`config.mk`:
```
export PLATFORM = sky130hd
export DESIGN_NAME = cbx_param_cfg
export DESIGN_NICKNAME = d
export VERILOG_FILES = /design/src/rtl/cbx_param_pkg.sv /design/src/rtl/cbx_ipin_mux.sv /design/src/rtl/cbx_param_cfg.sv
export SDC_FILE = /design/constraint.sdc
export NUM_CORES = 1
export LEC_CHECK = 0
export BUFFER_PORTS_ARGS = -buffer_cell sky130_fd_sc_hd__buf_4
export CAP_MARGIN = 10
export CORE_ASPECT_RATIO = 1.1
export CORE_MARGIN = 5
export CORE_UTILIZATION = 40
export DETAILED_ROUTE_END_ITERATION = 12
export HOLD_SLACK_MARGIN = 0.05
export PLACE_DENSITY = 0.75
export SLEW_MARGIN = 15
export SYNTH_ARGS = -nofsm -noshare
export SYNTH_HDL_FRONTEND = slang
export SYNTH_SLANG_ARGS = --single-unit
```
`constraint.sdc`:
```
create_clock -name prog_clk -period 1.7 [get_ports prog_clk]
set_input_delay 0.17 -clock prog_clk [delete_from_list [all_inputs] [get_ports prog_clk]]
set_output_delay 0.17 -clock prog_clk [all_outputs]
set_load 0.01 [all_outputs]
```
`src/rtl/cbx_param_pkg.sv`:
```
// Shared constants, FSM state type and elaboration helpers for the parametrised
// connection block (cbx_param_cfg).
package cbx_param_pkg;

   localparam int CBX_DEF_CHAN_W   = 20;
   localparam int CBX_DEF_NUM_IPIN = 9;
   localparam int CBX_DEF_MUX_SIZE = 10;
   localparam int CBX_DEF_STRIDE   = 3;

   typedef enum logic [1:0] {
      ST_IDLE  = 2'd0,
      ST_SHIFT = 2'd1,
      ST_EVAL  = 2'd2
   } cfg_state_e;

   // Select width for an n-input mux; a 1-input mux still gets one select bit.
   function automatic int sel_width(input int n);
      int w;
      w = 1;
      while ((1 << w) < n) w++;
      return w;
   endfunction

   // Track feeding mux input pair p of IPIN k.
   function automatic int track_idx(input int k, input int p, input int stride,
                                    input int chan_w);
      return (k + p * stride) % chan_w;
   endfunction

endpackage

```
`src/rtl/cbx_ipin_mux.sv`:
```
// Combinational IPIN select mux; any select value at or beyond MUX_SIZE drives 0.
module cbx_ipin_mux
   import cbx_param_pkg::*;
#(
   parameter int MUX_SIZE = CBX_DEF_MUX_SIZE,
   parameter int SEL_W    = 4
) (
   input  logic [MUX_SIZE-1:0] in,
   input  logic [SEL_W-1:0]    sel,
   output logic                out
);

   always_comb begin
      out = 1'b0;
      for (int j = 0; j < MUX_SIZE; j++) begin
         if (sel == SEL_W'(j)) out = in[j];
      end
   end

endmodule

```
`src/rtl/cbx_param_cfg.sv`:
```
// Parametrised horizontal connection block with double-buffered config chain.
// Optional readback of the active configuration: define CBX_READBACK_EN.
module cbx_param_cfg
   import cbx_param_pkg::*;
#(
   parameter int CHAN_W   = CBX_DEF_CHAN_W,
   parameter int NUM_IPIN = CBX_DEF_NUM_IPIN,
   parameter int MUX_SIZE = CBX_DEF_MUX_SIZE,
   parameter int STRIDE   = CBX_DEF_STRIDE
) (
   input  logic                prog_clk,
   input  logic                pReset,
   input  logic                config_enable,
   input  logic                ccff_head,
   output logic                ccff_tail,
   input  logic [CHAN_W-1:0]   chanx_left_in,
   input  logic [CHAN_W-1:0]   chanx_right_in,
   output logic [CHAN_W-1:0]   chanx_left_out,
   output logic [CHAN_W-1:0]   chanx_right_out,
   output logic [NUM_IPIN-1:0] ipin_out,
   output logic                cfg_done,
   output logic                cfg_err
`ifdef CBX_READBACK_EN
   ,
   input  logic                readback_req
`endif
);

   localparam int SEL_W    = sel_width(MUX_SIZE);
   localparam int CFG_BITS = NUM_IPIN * SEL_W;
   localparam int CNT_W    = $clog2(CFG_BITS + 2);

   localparam logic [CNT_W-1:0] CNT_FULL = CNT_W'(CFG_BITS);
   localparam logic [CNT_W-1:0] CNT_SAT  = CNT_W'(CFG_BITS + 1);

   cfg_state_e           r_state;
   cfg_state_e           w_state_nxt;
   logic                 r_cfg_en_q;
   logic [CFG_BITS-1:0]  r_chain;
   logic [CFG_BITS-1:0]  r_active;
   logic [CNT_W-1:0]     r_cnt;
   logic [CNT_W-1:0]     w_cnt_base;
   logic [CNT_W-1:0]     w_cnt_nxt;
   logic                 r_cfg_done;
   logic                 r_cfg_err;
   logic                 w_eval;
   logic                 w_commit;
   logic                 w_reject;
   logic                 w_rb_load;

   assign chanx_left_out  = chanx_right_in;
   assign chanx_right_out = chanx_left_in;
   assign ccff_tail       = r_chain[CFG_BITS-1];
   assign cfg_done        = r_cfg_done;
   assign cfg_err         = r_cfg_err;

   assign w_eval   = (r_state == ST_EVAL);
   assign w_commit = w_eval && (r_cnt == CNT_FULL);
   assign w_reject = w_eval && (r_cnt != CNT_FULL);

`ifdef CBX_READBACK_EN
   assign w_rb_load = readback_req & ~config_enable;
`else
   assign w_rb_load = 1'b0;
`endif

   // Commit FSM: SHIFT tracks a burst, EVAL is the single cycle that decides
   // commit or reject once the registered enable shows the burst has ended.
   always_comb begin
      w_state_nxt = r_state;
      unique case (r_state)
         ST_IDLE:  if (config_enable) w_state_nxt = ST_SHIFT;
         ST_SHIFT: if (r_cfg_en_q && !config_enable) w_state_nxt = ST_EVAL;
         ST_EVAL:  w_state_nxt = config_enable ? ST_SHIFT : ST_IDLE;
         default:  w_state_nxt = ST_IDLE;
      endcase
   end

   // Clearing happens before the increment so a shift in the EVAL cycle
   // starts the next frame at a count of one.
   always_comb begin
      w_cnt_base = r_cnt;
      if (w_eval || w_rb_load) w_cnt_base = '0;
      w_cnt_nxt = w_cnt_base;
      if (config_enable && (w_cnt_base != CNT_SAT)) w_cnt_nxt = w_cnt_base + CNT_W'(1);
   end

   always_ff @(posedge prog_clk) begin
      if (pReset) begin
         r_state    <= ST_IDLE;
         r_cfg_en_q <= 1'b0;
         r_chain    <= '0;
         r_active   <= '0;
         r_cnt      <= '0;
         r_cfg_done <= 1'b0;
         r_cfg_err  <= 1'b0;
      end else begin
         r_state    <= w_state_nxt;
         r_cfg_en_q <= config_enable;
         r_cnt      <= w_cnt_nxt;
         r_cfg_done <= w_commit;
         r_cfg_err  <= w_reject;
         if (w_commit) r_active <= r_chain;
         if (config_enable) begin
            r_chain <= {r_chain[CFG_BITS-2:0], ccff_head};
         end
`ifdef CBX_READBACK_EN
         else if (readback_req) begin
            r_chain <= r_active;
         end
`endif
      end
   end

   // Input j of IPIN k: pair j/2 picks the track, parity picks left or right.
   for (genvar k = 0; k < NUM_IPIN; k++) begin : g_ipin
      logic [MUX_SIZE-1:0] w_mux_in;
      for (genvar j = 0; j < MUX_SIZE; j++) begin : g_in
         localparam int TRK = track_idx(k, j / 2, STRIDE, CHAN_W);
         if ((j % 2) == 0) begin : g_left
            assign w_mux_in[j] = chanx_left_in[TRK];
         end else begin : g_right
            assign w_mux_in[j] = chanx_right_in[TRK];
         end
      end

      cbx_ipin_mux #(
         .MUX_SIZE (MUX_SIZE),
         .SEL_W    (SEL_W)
      ) u_mux (
         .in  (w_mux_in),
         .sel (r_active[k*SEL_W +: SEL_W]),
         .out (ipin_out[k])
      );
   end

endmodule

```
==> results.json <==
{
  "worst_r2r_endpoint": "r_cnt[3]$_SDFF_PP0_",
  "clk_pin_slew_ns": 0.07,
  "cp_max_fo": 4,
  "yosysUniqueCellTypes": 43,
  "start_util": 0.409,
  "route.vias.total": 3415,
  "endpoint_kind": "primary output",
  "die_w_um": 114,
  "r2r_start": "r_state[0]$_SDFFE_PP0P_",
  "cts_hold_buffers": 0,
  "routed_wl_um": 9790,
  "clock-root-buffer": "clkbuf_16",
  "grt.total_usage": 0.139,
  "min_path_type": "in -> reg",
  "dpl_cell_area_mm2": 0.00516,
  "avgSynthCellArea_um2": 9.71,
  "insertion_delay_ns": 0.33,
  "ff2ff_path_depth": 6,
  "leakagePower_nw": 2.05,
  "fin_nets": 569,
  "netlist_instances": 486,
  "h-tree-depth": 3,
  "ir_drop_mv": 0.454,
  "ff2ff_setup_slack_ns": 0.03,
  "hold_violations": 0,
  "fin_crit_sh": 0.999,
  "hold_start": "ccff_head",
  "area_delta_synth_final_pct": 17.2,
  "grt_max_degree": 52,
  "min_period_ns": 1.70,
  "ys_ff_latch": 83,
  "die_area_mm2": 0.0141,
  "ys_seq_area_frac": 0.352,
  "vias_per_cell": 5.04,
  "syn_area_mm2": 0.00472,
  "fin_area_mm2": 0.00553,
  "grt_pass1_vias": 3416,
  "yosysWarnings": 0,
  "synth-edff-count": 0,
  "synth.largest_area_cell": "dfxtp_1",
  "drcViolationCount": 0,
  "numPortBuffers": 95,
  "fmax_ghz": 0.589,
  "use_met3": 0.0258,
  "dp_hpwl_um": 7010,
  "tightestPinTransition_ns": 0.511,
  "drive_gt1_frac": 0.299,
  "cts_tree": "yes",
  "required_ns": 1.53,
  "synth_area_leaders": "dfxtp_1, mux2i_1, nand2b_1",
  "async_flop_share": 0,
  "holdPathStages": 3,
  "avgRoutedWirePerCell_um": 14.4,
  "place_congestion": 0.803,
  "grtUsageMet1": 0.182,
  "top_usage_layer": "met2",
  "antenna_cells": 0,
  "drtIter0Drc": 168,
  "p_per_area_mw_per_mm2": 791,
  "setup_violations": 0,
  "antenna_found_initial": 0,
  "synth_top_area_share": 0.352,
  "ant_nets": 0,
  "critPathArrivalTime_ns": 1.53,
  "core.rowCount": 41,
  "synth_fp_nets": 532,
  "grt_setup_unrepaired": "yes",
  "grt_pass1_wl_um": 16200,
  "whs_ns": 0.0729,
  "grt_use_met2": 0.230,
  "cp-start-kind": "flop",
  "cts_buffer_depth": 2,
  "maxCapViolCount": 0,
  "die_y_um": 124,
  "drv_slew": 0,
  "synthTopCellsByCount": "mux2i_1, dfxtp_1, nand2b_1, buf_4, nor2_1",
  "ys.flop_type": "dfxtp_1",
  "io_pins": 96,
  "clkSinkCount": 83,
  "status": "complete, no violations",
  "core_mm2": 0.0115,
  "criticalPathCategory": "reg -> out",
  "cts_buffers": 9,
  "hold_path_end": "r_chain[0]$_SDFFE_PP0P_",
  "clock-skew-final_ns": 0.00895,
  "synth_most_common_cell": "mux2i_1",
  "slew_headroom": 0.659,
  "overflow": 0,
  "drt-pass1-iter-count": 4
}
critical path, stage by stage, from the launching register on:
cell and delay (ns):
dfxtp_4 0.38, mux4_2 0.50, nand2b_1 0.08, a22oi_1 0.08
buf_4 0.16
power breakdown:
part           internal [mW]  total [mW]  switching (mW)
sequential              1.95        1.96          0.0113
combinational          0.244       0.458           0.214
clock                   1.15        1.95           0.806
worst max-delay path by stage:
stage	start	slack, ns	endpoint	cells after the start
2_1_floorplan	r_state[0]$_SDFFE_PP0P_	0.03	r_cnt[3]$_SDFF_PP0_	7
3_3_place_gp	r_state[0]$_SDFFE_PP0P_	0.12	r_cnt[3]$_SDFF_PP0_	6
3_5_place_dp	r_state[0]$_SDFFE_PP0P_	0.04	r_cnt[3]$_SDFF_PP0_	6
4_1_cts	r_active[32]$_SDFFE_PP0P_	-0.01	ipin_out[8]	4
5_1_grt	r_state[0]$_SDFFE_PP0P_	-0.06	r_cnt[3]$_SDFF_PP0_	6
6_report	r_active[32]$_SDFFE_PP0P_	0.002	ipin_out[8]	4
what timing repair did:
item,CTS,global route
pin swaps,0,1
buffers inserted,0,3
resized for setup,9,13
setup endpoints to repair,7,10
layer usage:
metal | part of all wire | wire length, µm
met5 | 0 | 0
met4 | 0.0099 | 97
met3 | 0.063 | 617
met2 | 0.46 | 4460
met1 | 0.47 | 4610
metrics by stage:
step / setup TNS, ns / setup WS (ns) / utilization / power, mW / instances
after global placement: 0 / 0.116 / 0.447 / 2.46 / 659
after floorplan: 0 / 0.0278 / - / 2.30 / 486
final: 0 / 0.00152 / 0.479 / 4.38 / 678
after CTS: -0.0142 / -0.0142 / 0.475 / 4.42 / 675
after detailed placement: 0 / 0.0434 / 0.447 / 2.47 / 659
after global routing: -0.157 / -0.0621 / 0.479 / 4.53 / 678
cell type report:
| class | instances | area [µm²] |
|---|---|---|
| Clock buffer | 9 | 225 |
| Clock inverter | 7 | 76.3 |
| Fill cell | 1095 | 6010 |
| Inverter | 5 | 18.8 |
| Multi-Input combinational cell | 318 | 2500 |
| Sequential cell | 83 | 1690 |
| Tap cell | 150 | 188 |
| Timing Repair Buffer | 106 | 833 |
cells in the final DEF (no fill, tap or decap), types with 2 or more instances in the layout:
master and instances:
or2_2 7, nor3_1 3, mux2_2 3, buf_4 103, o221ai_2 2, inv_6 2, o221ai_1 6, nand2_1 6
and2_1 2, nor2_1 37, buf_12 3, mux4_2 2, clkbuf_16 9, o22ai_1 9, inv_1 5, dfxtp_4 2
a21oi_1 2, dfxtp_2 14, nor3b_1 11, nand4_1 3, o31a_1 8, nand2b_1 82, dfxtp_1 67, mux2i_1 111
clkinvlp_4 2
flip-flops by register name, indices dropped and copies added (netlist names):
register / flops
r_cfg_en_q: 1
cfg_done: 1
r_state: 2
r_active: 36
cfg_err: 1
r_chain: 36
r_cnt: 6
logic make-up after synthesis:
logic type	after synthesis	synth area share
AO/OA/AOI/OAI	36	0.0597
XOR/XNOR	1	0.00186
adder cells (fa/ha/maj)	2	0.00530
buffers and inverters	85	0.122
flip-flops	83	0.352
multiplexers	117	0.254
AND/OR/NAND/NOR	162	0.205
Power figures use the tool's default switching activity.
